$ cat src/rtl/request_queue_if.sv
// rtl/request_queue_if.sv - parser/scheduler handshake bundle for request_queue
// peak_count exists only when QUEUE_PEAK_EN is defined.
interface request_queue_if #(
   parameter int DEPTH         = 16,
   parameter int ADDRESS_WIDTH = 32,
   parameter int AGE_WIDTH     = 8
);
   localparam int CNT_W = $clog2(DEPTH) + 1;

   logic                     in_valid;
   logic [1:0]               in_op;
   logic [ADDRESS_WIDTH-1:0] in_addr;
   logic                     in_ready;
   logic                     out_valid;
   logic [1:0]               out_op;
   logic [ADDRESS_WIDTH-1:0] out_addr;
   logic [AGE_WIDTH-1:0]     out_age;
   logic                     out_ready;
   logic [CNT_W-1:0]         count;
   logic                     full;
   logic                     empty;

`ifdef QUEUE_PEAK_EN
   logic [CNT_W-1:0]         peak_count;

   modport slave (
      input  in_valid, in_op, in_addr, out_ready,
      output in_ready, out_valid, out_op, out_addr, out_age,
             count, full, empty, peak_count
   );
   modport master (
      output in_valid, in_op, in_addr, out_ready,
      input  in_ready, out_valid, out_op, out_addr, out_age,
             count, full, empty, peak_count
   );
`else
   modport slave (
      input  in_valid, in_op, in_addr, out_ready,
      output in_ready, out_valid, out_op, out_addr, out_age,
             count, full, empty
   );
   modport master (
      output in_valid, in_op, in_addr, out_ready,
      input  in_ready, out_valid, out_op, out_addr, out_age,
             count, full, empty
   );
`endif
endinterface

$ cat src/rtl/request_queue.sv
// rtl/request_queue.sv - in-order request buffer with per-entry wait-age tracking
// Optional QUEUE_PEAK_EN adds a high-water-mark register on peak_count.
module request_queue #(
   parameter int DEPTH         = 16,
   parameter int ADDRESS_WIDTH = 32,
   parameter int AGE_WIDTH     = 8
) (
   input  logic           clk,
   input  logic           rst,
   request_queue_if.slave bus
);
   localparam int PTR_W = $clog2(DEPTH);
   localparam int CNT_W = PTR_W + 1;
   localparam logic [1:0]       OP_NOP   = 2'd3;
   localparam logic [CNT_W-1:0] CNT_FULL = CNT_W'(DEPTH);

   typedef enum logic [1:0] {
      ST_EMPTY,
      ST_ACTIVE,
      ST_FULL
   } occ_state_t;

   occ_state_t               state_q, state_d;
   logic [PTR_W-1:0]         head_q, head_d;
   logic [PTR_W-1:0]         tail_q, tail_d;
   logic [CNT_W-1:0]         count_q, count_d;
   logic [1:0]               op_q   [DEPTH];
   logic [ADDRESS_WIDTH-1:0] addr_q [DEPTH];
   logic [AGE_WIDTH-1:0]     age_q  [DEPTH];
   logic [AGE_WIDTH-1:0]     age_d  [DEPTH];
   logic [PTR_W-1:0]         slot;
   logic                     occupied;
   logic                     in_ready;
   logic                     out_valid;
   logic                     enq;
   logic                     deq;

   // in_ready comes from registered state only, so a dequeue never frees a slot in the same cycle.
   assign in_ready  = (state_q != ST_FULL);
   assign out_valid = (state_q != ST_EMPTY);
   assign enq       = bus.in_valid && in_ready && (bus.in_op != OP_NOP);
   assign deq       = out_valid && bus.out_ready;

   always_comb begin
      head_d  = head_q;
      tail_d  = tail_q;
      count_d = count_q;
      if (deq) head_d = head_q + 1'b1;
      if (enq) tail_d = tail_q + 1'b1;
      unique case ({enq, deq})
         2'b10:   count_d = count_q + 1'b1;
         2'b01:   count_d = count_q - 1'b1;
         default: count_d = count_q;
      endcase
      if (count_d == '0)
         state_d = ST_EMPTY;
      else if (count_d == CNT_FULL)
         state_d = ST_FULL;
      else
         state_d = ST_ACTIVE;
   end

   always_comb begin
      slot     = '0;
      occupied = 1'b0;
      for (int i = 0; i < DEPTH; i++) begin
         slot     = PTR_W'(i);
         occupied = ({1'b0, slot - head_q} < count_q);
         if (enq && (slot == tail_q))
            age_d[i] = '0;
         else if (occupied && !(deq && (slot == head_q)))
            age_d[i] = (age_q[i] == '1) ? age_q[i] : age_q[i] + 1'b1;
         else
            age_d[i] = '0;
      end
   end

   always_ff @(posedge clk or posedge rst) begin
      if (rst) begin
         state_q <= ST_EMPTY;
         head_q  <= '0;
         tail_q  <= '0;
         count_q <= '0;
         for (int i = 0; i < DEPTH; i++) age_q[i] <= '0;
      end else begin
         state_q <= state_d;
         head_q  <= head_d;
         tail_q  <= tail_d;
         count_q <= count_d;
         age_q   <= age_d;
      end
   end

   // Payload storage needs no reset; outputs are masked while empty.
   always_ff @(posedge clk) begin
      if (enq) begin
         op_q[tail_q]   <= bus.in_op;
         addr_q[tail_q] <= bus.in_addr;
      end
   end

   assign bus.in_ready  = in_ready;
   assign bus.out_valid = out_valid;
   assign bus.out_op    = out_valid ? op_q[head_q]   : OP_NOP;
   assign bus.out_addr  = out_valid ? addr_q[head_q] : '0;
   assign bus.out_age   = out_valid ? age_q[head_q]  : '0;
   assign bus.count     = count_q;
   assign bus.full      = (state_q == ST_FULL);
   assign bus.empty     = (state_q == ST_EMPTY);

`ifdef QUEUE_PEAK_EN
   logic [CNT_W-1:0] peak_q;

   always_ff @(posedge clk or posedge rst) begin
      if (rst)
         peak_q <= '0;
      else if (count_q > peak_q)
         peak_q <= count_q;
   end

   assign bus.peak_count = peak_q;
`endif
endmodule

$ cat src/flat_wrapper.sv
// flat-port wrapper written by rule: the top's interface ports become plain ports
module request_queue_flat 
#(
   parameter int DEPTH         = 16,
   parameter int ADDRESS_WIDTH = 32,
   parameter int AGE_WIDTH     = 8
)
  (clk, rst, bus_in_valid, bus_in_op, bus_in_addr, bus_out_ready, bus_in_ready, bus_out_valid, bus_out_op, bus_out_addr, bus_out_age, bus_count, bus_full, bus_empty);
  request_queue_if #(.DEPTH(DEPTH), .ADDRESS_WIDTH(ADDRESS_WIDTH), .AGE_WIDTH(AGE_WIDTH)) bus_i ();
  input  logic clk;
  input  logic rst;
  input wire logic [$bits(bus_i.in_valid)-1:0] bus_in_valid;
  input wire logic [$bits(bus_i.in_op)-1:0] bus_in_op;
  input wire logic [$bits(bus_i.in_addr)-1:0] bus_in_addr;
  input wire logic [$bits(bus_i.out_ready)-1:0] bus_out_ready;
  output wire logic [$bits(bus_i.in_ready)-1:0] bus_in_ready;
  output wire logic [$bits(bus_i.out_valid)-1:0] bus_out_valid;
  output wire logic [$bits(bus_i.out_op)-1:0] bus_out_op;
  output wire logic [$bits(bus_i.out_addr)-1:0] bus_out_addr;
  output wire logic [$bits(bus_i.out_age)-1:0] bus_out_age;
  output wire logic [$bits(bus_i.count)-1:0] bus_count;
  output wire logic [$bits(bus_i.full)-1:0] bus_full;
  output wire logic [$bits(bus_i.empty)-1:0] bus_empty;
  assign bus_i.in_valid = bus_in_valid;
  assign bus_i.in_op = bus_in_op;
  assign bus_i.in_addr = bus_in_addr;
  assign bus_i.out_ready = bus_out_ready;
  assign bus_in_ready = bus_i.in_ready;
  assign bus_out_valid = bus_i.out_valid;
  assign bus_out_op = bus_i.out_op;
  assign bus_out_addr = bus_i.out_addr;
  assign bus_out_age = bus_i.out_age;
  assign bus_count = bus_i.count;
  assign bus_full = bus_i.full;
  assign bus_empty = bus_i.empty;
  request_queue #(.DEPTH(DEPTH), .ADDRESS_WIDTH(ADDRESS_WIDTH), .AGE_WIDTH(AGE_WIDTH)) u_core (.clk(clk), .rst(rst), .bus(bus_i));
endmodule
$ cat config.mk
export PLATFORM = sky130hd
export DESIGN_NAME = request_queue_flat
export DESIGN_NICKNAME = d
export VERILOG_FILES = /design/src/rtl/request_queue_if.sv /design/src/rtl/request_queue.sv /design/src/flat_wrapper.sv
export SDC_FILE = /design/constraint.sdc
export NUM_CORES = 1
export LEC_CHECK = 0
export BUFFER_PORTS_ARGS = -buffer_cell sky130_fd_sc_hd__buf_2
export CAP_MARGIN = 20
export CORE_MARGIN = 10
export CORE_UTILIZATION = 65
export DETAILED_ROUTE_END_ITERATION = 7
export PLACE_DENSITY_LB_ADDON = 0.05
export SLEW_MARGIN = 20
export SYNTH_ARGS = -nofsm -noshare
export SYNTH_HDL_FRONTEND = slang
export SYNTH_SLANG_ARGS = --single-unit
export TNS_END_PERCENT = 100
$ cat constraint.sdc
create_clock -name clk -period 11.97 [get_ports clk]
set_input_delay 1.197 -clock clk [delete_from_list [all_inputs] [get_ports clk]]
set_output_delay 1.197 -clock clk [all_outputs]
set_load 0.01 [all_outputs]
==> results.sh, run 1 <==
export IMPL_drtAntennaViolNets=0
export IMPL_wl_met3_um=4889
export IMPL_hold_start="u_core.age_q[30]"
export IMPL_core_area_um2=45190
export IMPL_end_kind="output pin"
export IMPL_grt_pass1_wl_um=104100
export IMPL_vias=17020
export IMPL_rows=78
export IMPL_cp_arrival_ns=4.25
export IMPL_yosysWarnings=0
export IMPL_cts_max_level=3
export IMPL_crit_top_cell="buf_4"
export IMPL_synth_distinct_cells=51
export IMPL_slew_viol_final=0
export IMPL_cp_num_buf_inv=3
export IMPL_top_layer_used="met5"
export IMPL_syn_nets=1880
export IMPL_synth_edff_count=544
export IMPL_critPathMaxStageDelay_ns=0.88
export IMPL_clk_pin_slew_worst_paths_ns=0.06
export IMPL_cts_made_buffers=70
export IMPL_place_gp_congestion=0.8432
export IMPL_rsz0062_at_grt="no"
export IMPL_drtPass1Iterations=5
export IMPL_async_reset_ff_share_pct=20.82
export IMPL_synth_xor_area_share_pct=1.986
export IMPL_cts_sinks=687
export IMPL_fin_crit_ns=5.449
export IMPL_insertion_delay_ns=0.62
export IMPL_p_per_area_nw_per_um2=246.8
export IMPL_io_buffers=88
export IMPL_maxCapViolations=0
export IMPL_r2r_start="u_core.head_q[2]"
export IMPL_cts_hold_fix_buffers=0
export IMPL_grt_pass1_vias=16980
export IMPL_synth_area_um2=29540
export IMPL_worst_slew_pin_slew_ns=1.120
export IMPL_maxSlewHeadroom_pct=24.67
export IMPL_cp_top_family="buffers and inverters"
export IMPL_wl_met1_um=26620
export IMPL_reg2reg_slack_ns=7.67
export IMPL_post_cts_resized=0
export IMPL_dp_cells=2423
export IMPL_finalWorstSetupSlack_ns=6.521
export IMPL_crit_path_start_kind="flip-flop"
export IMPL_cp_cell_sequence="buf_4 -> buf_4 -> mux4_2 -> a22oi_1 -> a21oi_1 -> buf_2"
export IMPL_critPathRequiredTime_ns=10.77
export IMPL_min_to="u_core.age_q[30]"
export IMPL_finalHoldWorstSlack_ns=0.5392
export IMPL_viasPerCell=6.664
export IMPL_crit_type="reg -> out"
export IMPL_cp_max_fo=71
export IMPL_cts_root_buf="clkbuf_16"
export IMPL_synth_adder_area_share_pct=2.668
export IMPL_tns_ns=0
export IMPL_grt_max_degree=97
export IMPL_die_w_um=233.2
export IMPL_fp_dieH_um=233.2
export IMPL_worstRegToRegCells=9
export IMPL_synth_simple_area_share_pct=6.285
export IMPL_r2r_end="u_core.age_q[46]"
export IMPL_area_growth_pct=11.89
export IMPL_antenna_found_initial=4
export IMPL_whs_path_depth=1
export IMPL_drt_wirelength_per_cell_um=26.56
export IMPL_routed_wl_um=67850
export IMPL_cts_setup_buffers=0
export IMPL_muxShareOfSynthArea_pct=13.83
export IMPL_leakage_nw=11.68
export IMPL_hold_viol_final=0
export IMPL_finalNonFillerCells=2554
export IMPL_netlist_instances=1779
export IMPL_yosysSeqAreaShare_pct=67.41
export IMPL_overflow=0
export IMPL_post_place_ws_ns=7.075
export IMPL_num_nets_final=1996
export IMPL_dr_wl_met2_um=34690
export IMPL_fin_skew_ns=0.02731
export IMPL_synth_top_family_by_area="multiplexers"
export IMPL_ir_worst_vdd_mv=0.1801
export IMPL_fmax_mhz=183.5
export IMPL_cp_slowest_cell="buf_4"
export IMPL_layout_drive_gt1_share_pct=21.67
export IMPL_syn_avg_cell_area_um2=16.61
export IMPL_clockBufferDepth=3
export IMPL_ios=89
export IMPL_cts_tree="done"
export IMPL_die_area_um2=54380
export IMPL_fin_util_pct=73.15
export IMPL_hold_class="reg -> reg"
export IMPL_hpwl_um=36300
export IMPL_period_share_pct=45.52
export IMPL_ys_ff_latch=687
export IMPL_synth_flop_cell="edfxtp_1"
export IMPL_synth_compound_area_share_pct=6.150
export IMPL_track_usage_pct=25.54
export IMPL_drc=0
export IMPL_start_util_pct=65.38
export IMPL_drt_initial_drc_count=1942
export IMPL_finalSetupViolations=0
export IMPL_run_status="finished clean"
[where the power goes]
group | internal (mW) | switching, mW
logic | 1.22 | 1.67
clock network | 1.20 | 0.907
registers | 2.87 | 0.301
total | 5.28 | 2.87
[through the flow]
stage / cell area, um^2 / power [mW]
after global placement: 30830 / 6.000
after detailed placement: 30830 / 6.088
final: 33050 / 8.156
after floorplan: 29540 / 5.120
after global routing: 33050 / 8.576
after CTS: 33050 / 8.209
[synth_stat cells, drive strengths merged, types with 3 or more instances]
cell    number  area [um^2]
a211oi      27        202.7
a222oi      11        110.1
and3        22        137.6
xnor2       38        332.8
nand4       30        187.7
a21oi       71        355.3
nand3       52        260.3
clkbuf      40        150.1
o21ai       31        155.1
xor2        29        254.0
nand2       58        217.7
nor4b        4        35.03
a22oi       80        600.6
nor2b        5        31.28
nor4bb       3        30.03
o31ai        8        60.06
o211ai       8        60.06
ha          63        788.3
nor3b        9        67.56
and2         5        31.28
o21a         4        30.03
a21o         3        22.52
nand3b       5        37.54
nor2       128        480.5
dfrtp      143         3578
buf         39        188.9
edfxtp     544        16340
mux4       168         3784
a31oi       22        137.6
nand2b       3        18.77
mux2i       29        290.3
nor3        24        120.1
or2          3        18.77
and4        18        157.7
inv         40        150.1
[area by class of cell]
class	instances	area, um^2
clock buffers	98	1961
flip-flops and latches	687	19920
repair buffers	123	715.7
clock inverters	31	256.5
diodes	2	5.005
well taps	600	750.7
fillers	2742	12130
inverters	41	158.9
multi-input cells	972	9284
[metal layers]
| layer | vias to the layer above | global-route usage [%] |
|---|---|---|
| met5 | - | 0 |
| met4 | 4 | 7.385 |
| met3 | 122 | 4.732 |
| met2 | 740 | 42.96 |
| met1 | 8756 | 33.80 |
| li1 | 7397 | - |
[cells in the final DEF, fill, tap and decap left out, types with 27 or more instances in the layout]
| cell | instances |
|---|---|
| edfxtp_1 | 544 |
| mux4_2 | 168 |
| dfrtp_1 | 141 |
| nor2_1 | 116 |
| buf_2 | 88 |
| a22oi_1 | 80 |
| clkbuf_16 | 73 |
| a21oi_1 | 71 |
| ha_1 | 63 |
| nand2_1 | 58 |
| nand3_1 | 52 |
| inv_1 | 38 |
| xnor2_1 | 38 |
| buf_4 | 34 |
| nand4_1 | 30 |
| xor2_1 | 29 |
| o21ai_0 | 29 |
| mux2i_1 | 29 |
| a211oi_1 | 27 |
[cells by family (layout without fill, tap and decap cells)]
logic type / after synthesis / count (layout)
compound gates: 272 / 272
xor+xnor: 67 / 67
mux: 198 / 198
buf+inv: 120 / 293
flops: 687 / 687
other cells: 0 / 2
simple gates: 372 / 372
fa+ha+maj: 63 / 63
[worst reg2reg max path: stages, from the launching register on]
cell and delay (ns):
dfrtp_4 0.74, buf_4 0.88, inv_1 0.46, ha_1 0.39
a21oi_1 0.21, xnor2_1 0.11, ha_1 0.29, inv_1 0.04
o31ai_1 0.91, a211oi_1 0.11
[worst max path at each step]
| stage | from | end | slack (ns) | cells past startpoint |
|---|---|---|---|---|
| 2_1_floorplan | bus_in_valid | u_core.age_q[71] | 6.03 | 6 |
| 3_3_place_gp | u_core.head_q[0] | bus_out_addr[6] | 7.14 | 6 |
| 3_5_place_dp | u_core.head_q[0] | bus_out_addr[15] | 7.07 | 6 |
| 4_1_cts | u_core.head_q[0] | bus_out_addr[15] | 6.41 | 6 |
| 5_1_grt | u_core.head_q[0] | bus_out_addr[15] | 6.16 | 6 |
| 6_report | u_core.head_q[2] | bus_out_addr[15] | 6.52 | 6 |
[sequential cells by signal (all words and copies together), names as in the netlist]
register	cells
u_core.addr_q	512
u_core.age_q	128
u_core.bus.count	5
u_core.head_q	4
u_core.op_q	32
u_core.state_q	2
u_core.tail_q	4
Power figures use the tool's default switching activity.
==> run 2, diff against run 1 <==
CORE_UTILIZATION = 56   (was 65)
clock period = 4.9 ns   (was 11.97 ns; I/O delays follow)
==> run 2 against run 1 <==
Register-to-register slack worse by 6.2 ns. Critical path depth stayed put. Flip-flop and latch count unchanged. Non-clock buffer count rose by 12. Largest power group unchanged.
==> results.sh, run 2 (synthesis gave the netlist of run 1 again) <==
export IMPL_cts_setup_buffers=0
export IMPL_num_nets_final=2012
export IMPL_finalSetupViolations=0
export IMPL_finalWorstSetupSlack_ns=0.8217
export IMPL_antenna_found_initial=5
export IMPL_cts_sinks=687
export IMPL_cts_root_buf="clkbuf_16"
export IMPL_overflow=0
export IMPL_maxSlewHeadroom_pct=26.07
export IMPL_comb_power_share_pct=35.3
export IMPL_p_switching_mw=7.127
export IMPL_rsz0062_at_grt="no"
export IMPL_p_per_area_nw_per_um2=608.0
export IMPL_grt_max_degree=100
export IMPL_ir_worst_vdd_mv=0.4131
export IMPL_area_growth_pct=13.50
export IMPL_grt_pass1_vias=16900
export IMPL_start_util_pct=56.33
export IMPL_viasPerCell=6.331
export IMPL_run_status="finished clean"
export IMPL_cts_made_buffers=74
export IMPL_hold_viol_final=0
export IMPL_drt_wirelength_per_cell_um=25.37
export IMPL_fmax_mhz=245.2
export IMPL_fin_area_um2=33530
export IMPL_routed_wl_um=67550
export IMPL_clockBufferDepth=3
export IMPL_hold_class="in -> reg"
export IMPL_ios=89
export IMPL_maxCapViolations=0
export IMPL_slew_viol_final=0
export IMPL_drtAntennaViolNets=0
export IMPL_layout_drive_gt1_share_pct=22.46
export IMPL_fin_util_pct=63.93
export IMPL_insertion_delay_ns=0.63
export IMPL_cp_arrival_ns=3.59
export IMPL_cp_max_fo=99
export IMPL_largest_register_ff_count=512
export IMPL_crit_path_start_kind="flip-flop"
export IMPL_rows=84
export IMPL_leakage_nw=11.87
export IMPL_track_usage_pct=21.68
export IMPL_core_area_um2=52450
export IMPL_final_cell_mix="edfxtp_1 (544), mux4_2 (168), dfrtp_1 (141)"
export IMPL_io_buffers=88
export IMPL_worst_slew_pin_slew_ns=1.109
export IMPL_regMostFlops="u_core.addr_q"
export IMPL_die_area_um2=62340
export IMPL_drtPass1Iterations=7
export IMPL_hpwl_um=39470
export IMPL_critPathRequiredTime_ns=4.41
export IMPL_reg_top3="u_core.addr_q (512), u_core.age_q (128), u_core.op_q (32)"
export IMPL_fin_crit_ns=4.078
export IMPL_post_place_ws_ns=1.422
export IMPL_fp_dieH_um=249.7
export IMPL_placed_area_um2=31080
export IMPL_die_w_um=249.7
export IMPL_crit_type="reg -> out"
export IMPL_grt_pass1_wl_um=104200
export IMPL_final_common_cell="edfxtp_1"
export IMPL_cts_max_level=3
export IMPL_clk_pin_slew_worst_paths_ns=0.06
export IMPL_drt_initial_drc_count=1238
export IMPL_end_kind="output pin"
export IMPL_power_frac_seq_pct=37.6
export IMPL_vias=16850
export IMPL_period_share_pct=83.23
export IMPL_switching_share_pct=34.96
export IMPL_clkPwrFrac_pct=27.1
export IMPL_p_int_mw=13.26
export IMPL_cts_tree="done"
export IMPL_drc=0
export IMPL_power_total_mw=20.39
export IMPL_place_gp_congestion=0.8206
export IMPL_fin_skew_ns=0.02904
==> run 2: cell count changes in the layout (fill, tap and decap cells not counted), sizes merged <==
cell and change:
buf +11, bufinv +4, clkinv +5, clkinvlp -2
dlygate4sd3 +1, inv +1
==> run 2: path summary, 6_finish.rpt <==
path                              startpoint                     to  slack [ns]  cells past startpoint
min in group asynchronous                rst      u_core.age_q[117]        0.54                      3
hold / removal               bus_in_addr[19]  u_core.addr_q[14][19]        0.24                      1
setup / recovery            u_core.head_q[2]        bus_out_addr[6]        0.82                      6
hold reg to reg            u_core.age_q[126]      u_core.age_q[126]        0.55                      1
setup reg to reg            u_core.head_q[2]       u_core.age_q[28]        1.52                      9
max in group asynchronous                rst       u_core.head_q[0]        3.25                      4
==> run 2: power by group through the flow <==
stage | registers [mW] | clock network (mW) | logic (mW)
detailed placement | 7.78 | 0 | 7.26
CTS | 7.66 | 5.62 | 7.30
finish | 7.67 | 5.52 | 7.20
floorplan | 7.47 | 0 | 5.04
global placement | 7.75 | 0 | 7.14
global route | 7.76 | 5.86 | 7.90
==> run 2: timing repair <==
action,4_1_cts,5_1_grt
gates resized for setup,0,0
hold buffers,1,0
hold endpoints to repair,26,0
==> run 2: per-layer routing <==
metal	track usage, %	up-vias	routed length (um)
met3	3.720	114	3974
li1	-	7416	-
met4	6.442	6	1643
met1	29.69	8782	28550
met2	35.23	534	33350
met5	0	-	36
==> run 2: worst max-delay path, stage by stage, from the launching register on <==
cell	delay, ns
dfrtp_4	0.74
buf_12	0.52
buf_4	0.63
mux4_2	0.41
a22oi_1	0.21
a21oi_1	0.16
buf_2	0.23
==> run 2: cell type report <==
type,instances,area [um^2]
inverter,41,158.9
multi-input combinational,972,9298
sequential,687,19920
clock inverter,39,424.2
fill,3713,18920
clock buffer,98,2003
tap,688,860.8
timing repair buffer,135,858.3
antenna,2,5.005
==> run 2: metrics by stage <==
step           hold WS [ns]  cells  TNS [ns]
2_1_floorplan        0.4738   1779    -25.54
3_3_place_gp         0.5083   2521         0
3_5_place_dp         0.5250   2522         0
4_1_cts              0.2050   2660         0
5_1_grt              0.2259   2661         0
6_report             0.2380   2662         0
==> run 3, diff against run 2 <==
CORE_UTILIZATION = 62   (was 56)
clock period = 4.2 ns   (was 4.9 ns; I/O delays follow)
==> run 3 against run 2 <==
Sequential share of layout area grew 0.12 points. Non-clock buffer count grew 8. Register-to-register slack lost 0.48 ns. First-iteration DRC count grew 36%. Sequential power grew 17%. Flip-flop and latch count is the same. Critical endpoint is now bus_out_addr[8].
==> results.sh, run 3 (synthesis gave the netlist of run 1 again) <==
export IMPL_io_buffers=88
export IMPL_die_w_um=238.3
export IMPL_cts_made_buffers=71
export IMPL_drc=0
export IMPL_hold_viol_final=0
export IMPL_clk_pin_slew_worst_paths_ns=0.06
export IMPL_post_cts_resized=0
export IMPL_period_share_pct=85.98
export IMPL_fin_crit_ns=3.611
export IMPL_regMostFlops="u_core.addr_q"
export IMPL_hpwl_um=39210
export IMPL_cts_setup_buffers=0
export IMPL_maxSlewHeadroom_pct=43.37
export IMPL_grt_pass1_wl_um=102500
export IMPL_crit_path_start_kind="flip-flop"
export IMPL_rows=79
export IMPL_placed_area_um2=31060
export IMPL_drt_initial_drc_count=1686
export IMPL_leakage_nw=11.87
export IMPL_finalWorstSetupSlack_ns=0.5890
export IMPL_hold_class="in -> reg"
export IMPL_cp_arrival_ns=3.19
export IMPL_num_nets_final=2017
export IMPL_grt_pass1_vias=17120
export IMPL_run_status="finished clean"
export IMPL_grt_max_degree=109
export IMPL_crit_type="reg -> out"
export IMPL_core_area_um2=46850
export IMPL_reg_top3="u_core.addr_q (512), u_core.age_q (128), u_core.op_q (32)"
export IMPL_finalHoldWorstSlack_ns=0.1785
export IMPL_drtAntennaViolNets=0
export IMPL_routed_wl_um=65860
export IMPL_worst_slew_pin_slew_ns=0.8474
export IMPL_die_area_um2=56780
export IMPL_p_per_area_nw_per_um2=711.8
export IMPL_post_place_ws_ns=0.8093
export IMPL_cts_root_buf="clkbuf_16"
export IMPL_drtPass1Iterations=5
export IMPL_place_gp_congestion=0.8388
export IMPL_cts_tree="done"
export IMPL_insertion_delay_ns=0.61
export IMPL_rsz0062_at_grt="no"
export IMPL_hold_start="bus_in_addr[29]"
export IMPL_slew_viol_final=0
export IMPL_vias=16810
export IMPL_cts_sinks=687
export IMPL_startpoint="u_core.head_q[2]"
export IMPL_ios=89
export IMPL_fin_skew_ns=0.02942
export IMPL_finalSetupViolations=0
export IMPL_area_growth_pct=13.27
export IMPL_r2r_start="u_core.state_q[1]"
export IMPL_maxCapViolations=0
export IMPL_viasPerCell=6.510
export IMPL_clockBufferDepth=3
export IMPL_cp_max_fo=43
export IMPL_fin_area_um2=33460
export IMPL_largest_register_ff_count=512
export IMPL_start_util_pct=63.05
export IMPL_layout_drive_gt1_share_pct=22.49
export IMPL_final_cell_mix="edfxtp_1 (544), mux4_2 (168), dfrtp_1 (141)"
export IMPL_cts_max_level=3
export IMPL_ir_worst_vdd_mv=0.4909
export IMPL_fmax_mhz=276.9
export IMPL_fp_dieH_um=238.3
export IMPL_end_kind="output pin"
export IMPL_antenna_found_initial=5
export IMPL_final_common_cell="edfxtp_1"
export IMPL_overflow=0
export IMPL_track_usage_pct=23.73
export IMPL_fillCellCount=3016
export IMPL_drt_wirelength_per_cell_um=25.51
export IMPL_critPathRequiredTime_ns=3.78
## run 3: report_power, final
| group | total, mW | internal (mW) | switching, mW |
|---|---|---|---|
| clock network | 6.36 | 3.78 | 2.58 |
| registers | 8.95 | 8.17 | 0.787 |
| logic | 8.51 | 3.63 | 4.88 |
| total | 23.8 | 15.6 | 8.24 |
## run 3: worst max-delay path, stage by stage (launching register included)
cell     delay (ns)
dfrtp_4        0.79
buf_4          0.67
mux4_2         0.41
a22oi_1        0.34
a21oi_1        0.13
buf_2          0.18
## run 3: what timing repair did
action                     in CTS  in global routing
hold buffers                    1                  0
setup endpoints to repair       0                  0
hold endpoints to repair       37                  0
## run 3: final timing paths
kind / end / slack (ns) / cells past startpoint
worst min-delay path: u_core.addr_q[12][29] / 0.18 / 1
worst min register to register: u_core.age_q[126] / 0.54 / 1
min in group asynchronous: u_core.age_q[119] / 0.49 / 4
max in group asynchronous: u_core.head_q[2] / 3.10 / 4
worst max register to register: u_core.state_q[0] / 1.04 / 12
worst max-delay path: bus_out_addr[8] / 0.59 / 5
## run 3: metrics by stage
step | std cells | total power, mW | utilization (%) | setup TNS (ns)
after global placement | 2449 | 17.41 | 66.29 | 0
after floorplan | 1779 | 14.59 | - | -128.83
after CTS | 2581 | 24.01 | 71.41 | 0
final | 2582 | 23.82 | 71.42 | 0
after detailed placement | 2449 | 17.62 | 66.30 | 0
after global routing | 2582 | 25.08 | 71.42 | 0
## run 3: final cells by class
class,count,area [um^2],share of cell area [%]
clock buffer,90,1939,5.796
antenna,1,2.502,0.007478
clock inverter,41,447.9,1.339
sequential,687,19920,59.53
timing repair buffer,143,943.4,2.819
tap,607,759.5,2.270
multi-input combinational,972,9288,27.76
inverter,41,160.2,0.4786
## run 3: per-layer routing
metal / global-route usage, % / part of all wire, %
met3: 4.507 / 6.3
met4: 6.757 / 2.4
met1: 31.68 / 41
met2: 39.56 / 51
met5: 0 / 0.071
